===== src/rtl/sub_serial.sv =====
// Bit-serial ripple-borrow subtractor: diff = a - b - bin, one bit per clock, LSB first.
// Optional signed-overflow output is enabled by defining SUB_SERIAL_OVF_EN.
module sub_serial #(
    parameter int WIDTH = 4
) (
    input  logic             clk,
    input  logic             rst_n,
    input  logic             start,
    input  logic [WIDTH-1:0] a,
    input  logic [WIDTH-1:0] b,
    input  logic             bin,
    output logic             busy,
    output logic             done,
    output logic [WIDTH-1:0] diff,
    output logic             bout
`ifdef SUB_SERIAL_OVF_EN
    ,
    output logic             ovf
`endif
);

    localparam int CW = $clog2(WIDTH) + 1;

    typedef enum logic [1:0] {
        IDLE,
        SHIFT,
        DONE
    } state_t;

    state_t           state;
    logic [WIDTH-1:0] sa;
    logic [WIDTH-1:0] sb;
    logic [WIDTH-1:0] part;
    logic             br;
    logic [CW-1:0]    cnt;
    logic             d;
    logic             br_nxt;
`ifdef SUB_SERIAL_OVF_EN
    // Operand sign bits are shifted out of sa/sb, so keep copies for the overflow test.
    logic             a_msb;
    logic             b_msb;
`endif

    // Single full-subtractor cell operating on the current LSBs.
    always_comb begin
        d      = sa[0] ^ sb[0] ^ br;
        br_nxt = (~sa[0] & sb[0]) | (~(sa[0] ^ sb[0]) & br);
    end

    // NOTE: sequential state uses non-blocking assignments so every register
    // samples pre-edge values, independent of statement order.
    always_ff @(posedge clk or negedge rst_n) begin
        if (!rst_n) begin
            state <= IDLE;
            busy  <= 1'b0;
            done  <= 1'b0;
            diff  <= '0;
            bout  <= 1'b0;
            sa    <= '0;
            sb    <= '0;
            part  <= '0;
            br    <= 1'b0;
            cnt   <= '0;
`ifdef SUB_SERIAL_OVF_EN
            ovf   <= 1'b0;
            a_msb <= 1'b0;
            b_msb <= 1'b0;
`endif
        end else begin
            case (state)
                IDLE: begin
                    done <= 1'b0;
                    if (start) begin
                        state <= SHIFT;
                        busy  <= 1'b1;
                        sa    <= a;
                        sb    <= b;
                        br    <= bin;
                        cnt   <= '0;
`ifdef SUB_SERIAL_OVF_EN
                        a_msb <= a[WIDTH-1];
                        b_msb <= b[WIDTH-1];
`endif
                    end
                end
                SHIFT: begin
                    part <= {d, part[WIDTH-1:1]};
                    sa   <= sa >> 1;
                    sb   <= sb >> 1;
                    br   <= br_nxt;
                    cnt  <= cnt + 1'b1;
                    if (cnt == CW'(WIDTH - 1)) begin
                        state <= DONE;
                        busy  <= 1'b0;
                        done  <= 1'b1;
                        diff  <= {d, part[WIDTH-1:1]};
                        bout  <= br_nxt;
`ifdef SUB_SERIAL_OVF_EN
                        // The last processed bit d is the result's sign bit.
                        ovf   <= (a_msb != b_msb) & (d != a_msb);
`endif
                    end
                end
                DONE: begin
                    state <= IDLE;
                    done  <= 1'b0;
                end
                default: begin
                    state <= IDLE;
                    busy  <= 1'b0;
                    done  <= 1'b0;
                end
            endcase
        end
    end

endmodule


===== config.mk =====
export PLATFORM = sky130hd
export DESIGN_NAME = sub_serial
export DESIGN_NICKNAME = d
export VERILOG_FILES = /design/src/rtl/sub_serial.sv
export SDC_FILE = /design/constraint.sdc
export NUM_CORES = 1
export LEC_CHECK = 0
export ABC_AREA = 1
export ABC_CLOCK_PERIOD_IN_PS = 1450
export CAP_MARGIN = 40
export CORE_MARGIN = 2
export CORE_UTILIZATION = 42
export DETAILED_ROUTE_END_ITERATION = 10
export HOLD_SLACK_MARGIN = 0.03
export PLACE_DENSITY = 0.68
export SYNTH_ARGS = -nofsm -noshare
export SYNTH_HDL_FRONTEND = slang
export SYNTH_SLANG_ARGS = --single-unit

===== constraint.sdc =====
create_clock -name clk -period 1.45 [get_ports clk]
set_input_delay 0.145 -clock clk [delete_from_list [all_inputs] [get_ports clk]]
set_output_delay 0.145 -clock clk [all_outputs]
set_load 0.02 [all_outputs]

## Word level (Yosys, flattened, before mapping)

Cells that the tools add are included.
W data, S select, Z words.

- Input bits: 12
- Bits in latches: 0
- Register bits: 25
- Memories: 0
- ROM bits: 0
- Memory bits (writable): 0

- Equal/unequal tests: 5
- Divide/modulo/power cells: 0
- Reduce and logical (&&, ||, !) cells: 6
- Bitwise gates (word level): 8
- Shifts and indexed selects: 0
- Multipliers: 0
- Mux-type cells: 16
- $lt $le $gt $ge: 0
- Add/sub/neg operators: 1

Operator list:

| operator | count |
|---|---|
| $pmux W4 S2 | 2 |
| $mux W4 | 2 |
| $pmux W3 S2 | 1 |
| $reduce_and A2 Y1 | 3 |
| $mux W1 | 5 |
| $mux W2 | 2 |
| $ne A2 B2 Y1 const B | 2 |
| $pmux W2 S2 | 1 |
| $add A3 B1 Y3 const B | 1 |
| $eq A3 B2 Y1 const B | 1 |
| $mux W3 | 1 |
| $not A1 Y1 | 3 |
| $pmux W1 S3 | 1 |
| $reduce_and A3 Y1 | 1 |
| $and A1 B1 Y1 | 2 |
| $eq A2 B1 Y1 const B | 1 |
| $eq A2 B2 Y1 const B | 1 |
| $logic_not A2 Y1 | 1 |
| $pmux W1 S2 | 1 |
| $reduce_bool A2 Y1 | 1 |
| $xor A1 B1 Y1 | 2 |
| $or A1 B1 Y1 | 1 |

## Depth between registers and ports, before layout

- Depth after elaboration: 5
- Depth in mapped cells: 7
- Depth with buffers taken out: 6

## Least setup slack after synthesis

No wires, ideal clock.

- Kind: reg-to-reg
- Start: register cnt[0]
- End: register diff[0]
- Data arrival time: 1.063 ns
- Library setup time: 0.116 ns
- Period minus slack after synthesis: 1.179 ns
- Stages on the path, launching flop included: 7
- Buffers on the path: 0
- Setup slack: 0.271 ns
- Path through: dfrtp_1 ha_1 ha_1 nand2_4 clkinv_2 nand2_1 nand2_1

- Word-level cells in the longest chain between the ends: 2

Ends and longest elaborated chain:

| element | RTL line | text |
|---|---|---|
| start, declared | 35 | `logic [CW-1:0] cnt;` |
| start signal, assigned | 91 | `cnt <= cnt + 1'b1;` |
| $eq A3 B2 Y1 | 92 | `if (cnt == CW'(WIDTH - 1)) begin` |
| $reduce_and A2 Y1 (no line) | -- |  |
| end signal, assigned | 96 | `diff <= {d, part[WIDTH-1:1]};` |
| end, declared | 14 | `output logic [WIDTH-1:0] diff,` |

Every way passes these cells.
A chain may end at the register's enable or synchronous reset.

## Final worst setup path

Ends and elaborated chain as after synthesis.

==> impl_metrics.py <==
metrics = {
    "grt": {
        "grt_pass1_vias": 836,
        "globalRouteOverflowTotal": 0,
        "grt_max_degree": 25,
        "antenna_found_initial": 0,
        "grt_use_total": 0.171,
        "grt_pass1_wl_microns": 3570,
    },
    "route": {
        "routed_wl_microns": 2050,
        "viasPerCell": 4.71,
        "drt_iter0_drc": 10,
        "detail-route-antenna-nets": 0,
        "dr.pass1.iters": 4,
        "num_vias": 839,
        "wl_per_cell_microns": 11.5,
        "drc_errors": 0,
    },
    "finish": {
        "drive_above_1_share": 0.115,
        "area_delta_synth_final_pct": 24.6,
        "final_cells": 178,
        "layout_commonest_cell": "nand2_1",
        "fin_nets": 164,
        "diodes": 0,
        "layout_common_cells": "nand2_1, dfrtp_1, clkdlybuf4s50_1",
    },
    "sta": {
        "slew_headroom": 0.716,
        "tns_ps": 0,
        "fin_crit_sh": 0.897,
        "rsz0062_at_grt": "no",
        "final-setup-viol-count": 0,
        "slew_violations": 0,
        "finalHoldViolations": 0,
        "worstMarginPinSlew_ps": 427,
        "max_freq_mhz": 769,
        "period_minus_slack_ps": 1300,
        "fin_skew_ps": 11.1,
        "setup_ws_ps": 149,
    },
    "place": {
        "place_congestion": 0.721,
        "place_hpwl_microns": 1380,
        "numPortBuffers": 18,
        "dp_cells": 174,
        "dp_slack_ps": 170,
    },
    "yosys": {
        "synth_fp_nets": 140,
        "netlist_area_sq_um": 1090,
        "seq_area_frac_synth": 0.549,
        "synth.distinct_cells": 16,
        "synth_cells": 125,
        "synth.avg_cell_area_sq_um": 8.76,
        "synth_seq_cells": 24,
        "yosys_warnings": 0,
    },
    "power_and_ir_drop": {
        "p_comb_frac": 0.428,
        "power_density_nw_per_um2": 2120,
        "pwr-share-seq": 0.403,
        "p_leak_uw": 0.000745,
        "ir_drop_uv": 1210,
        "switching_share": 0.404,
        "p_switching_uw": 1170,
        "clkPwrFrac": 0.169,
        "intPower_uw": 1720,
    },
    "worst_setup_path": {
        "path_buf_inv": 1,
        "crit_start": "cnt[0]",
        "crit_path_top_delay_cell": "dfrtp_1",
        "critPathMaxFanout": 10,
        "cp_top_family": "adder cells",
        "path_cells": "ha_1 -> ha_1 -> nand2_4 -> clkinv_2 -> nand2_1 -> nand2_1",
        "cp-start-kind": "flip-flop",
        "cp-end-kind": "flip-flop",
        "crit_type": "reg2reg",
        "worstPathArrival_ps": 1540,
        "worstPathRequired_ps": 1690,
        "r2r-start": "cnt[0]",
        "max_stage_delay_ps": 430,
    },
    "floorplanning": {
        "die_width_microns": 55.1,
        "die_y_microns": 55.1,
        "initial_core_util": 0.442,
        "core_region_area_sq_um": 2480,
        "ios": 19,
        "dieArea_sq_um": 3030,
        "rows": 18,
    },
    "clock_network": {
        "numCtsBuffers": 3,
        "htree_levels": 1,
        "path_clk_slew_ps": 140,
        "cts_root_buffer": "clkbuf_4",
        "clk_latency_ps": 330,
        "clockBufferDepth": 2,
        "cts_tree": "done",
        "cts_sinks": 24,
    },
    "run_status": {
        "outcome": "completed",
    },
    "hold_path": {
        "hp-class": "in2async",
    },
    "flow_run": {
        "cap_violations": 0,
    },
}
[cell families after synthesis]
logic type | Yosys count | synth area share
AND/OR/NAND/NOR | 70 | 0.272
flip-flops | 24 | 0.549
buffers and inverters | 16 | 0.0731
AO/OA/AOI/OAI | 12 | 0.0651
adder cells (fa/ha/maj) | 3 | 0.0411
[routing by layer]
metal | global-route usage | vias to the layer above | part of all wire
li1 | - | 435 | -
met1 | 0.221 | 380 | 0.50
met2 | 0.268 | 19 | 0.42
met3 | 0.0349 | 5 | 0.050
met4 | 0.0976 | 0 | 0.025
met5 | 0 | - | 0
[final timing paths]
kind	end	slack, ps	depth (start not counted)
worst max-delay path	diff[0]	150	6
worst min-delay path	sa[3]	160	2
worst max register to register	diff[0]	150	6
worst min register to register	diff[0]	490	2
max in group asynchronous	cnt[1]	1050	2
min in group clk	sa[3]	380	3
[power by group through the flow]
stage               logic (uW)  registers (uW)  clock network (uW)
finish                    1240            1160                 488
global route              1450            1210                 522
CTS                       1270            1170                 497
detailed placement        1280            1180                   0
global placement          1280            1180                   0
floorplan                  870            1220                   0
[per-stage QoR]
step	area [sq um]	utilization	power (uW)	hold slack [ps]
2_1_floorplan	1090	-	2090	-151
3_3_place_gp	1310	0.530	2460	451
3_5_place_dp	1310	0.530	2470	459
4_1_cts	1360	0.548	2930	164
5_1_grt	1360	0.551	3180	170
6_report	1360	0.551	2890	158
[what timing repair did]
item,in CTS,in global routing
gates resized for setup,5,2
setup endpoints to repair,5,2
buffers inserted,0,0
gates cloned,0,0
hold buffers,0,0
[state kept, by name (all words and copies together) (netlist names)]
| name | flops |
|---|---|
| bout | 1 |
| br | 1 |
| busy | 1 |
| cnt | 3 |
| diff | 4 |
| done | 1 |
| part | 3 |
| sa | 4 |
| sb | 4 |
| state | 2 |
[Yosys cell counts]
cell type,n,area share
o21ai_2,3,0.024
buf_4,1,0.0069
o21ai_1,2,0.0091
nand2_1,54,0.19
nor2_4,1,0.010
nand3_1,10,0.046
ha_1,2,0.023
nand2_4,2,0.021
inv_2,2,0.0069
o21ai_0,7,0.032
nor2_1,3,0.010
buf_6,2,0.021
dfrtp_1,24,0.55
fa_1,1,0.018
clkinv_2,1,0.0046
inv_1,10,0.034
[cell type report]
cell class / instances / area [sq um]
Clock inverter: 1 / 30.0
Timing Repair Buffer: 22 / 209
Clock buffer: 3 / 22.5
Tap cell: 30 / 37.5
Fill cell: 242 / 1110
Inverter: 13 / 50.0
Sequential cell: 24 / 601
Multi-Input combinational cell: 85 / 414
Power figures use the tool's default switching activity.
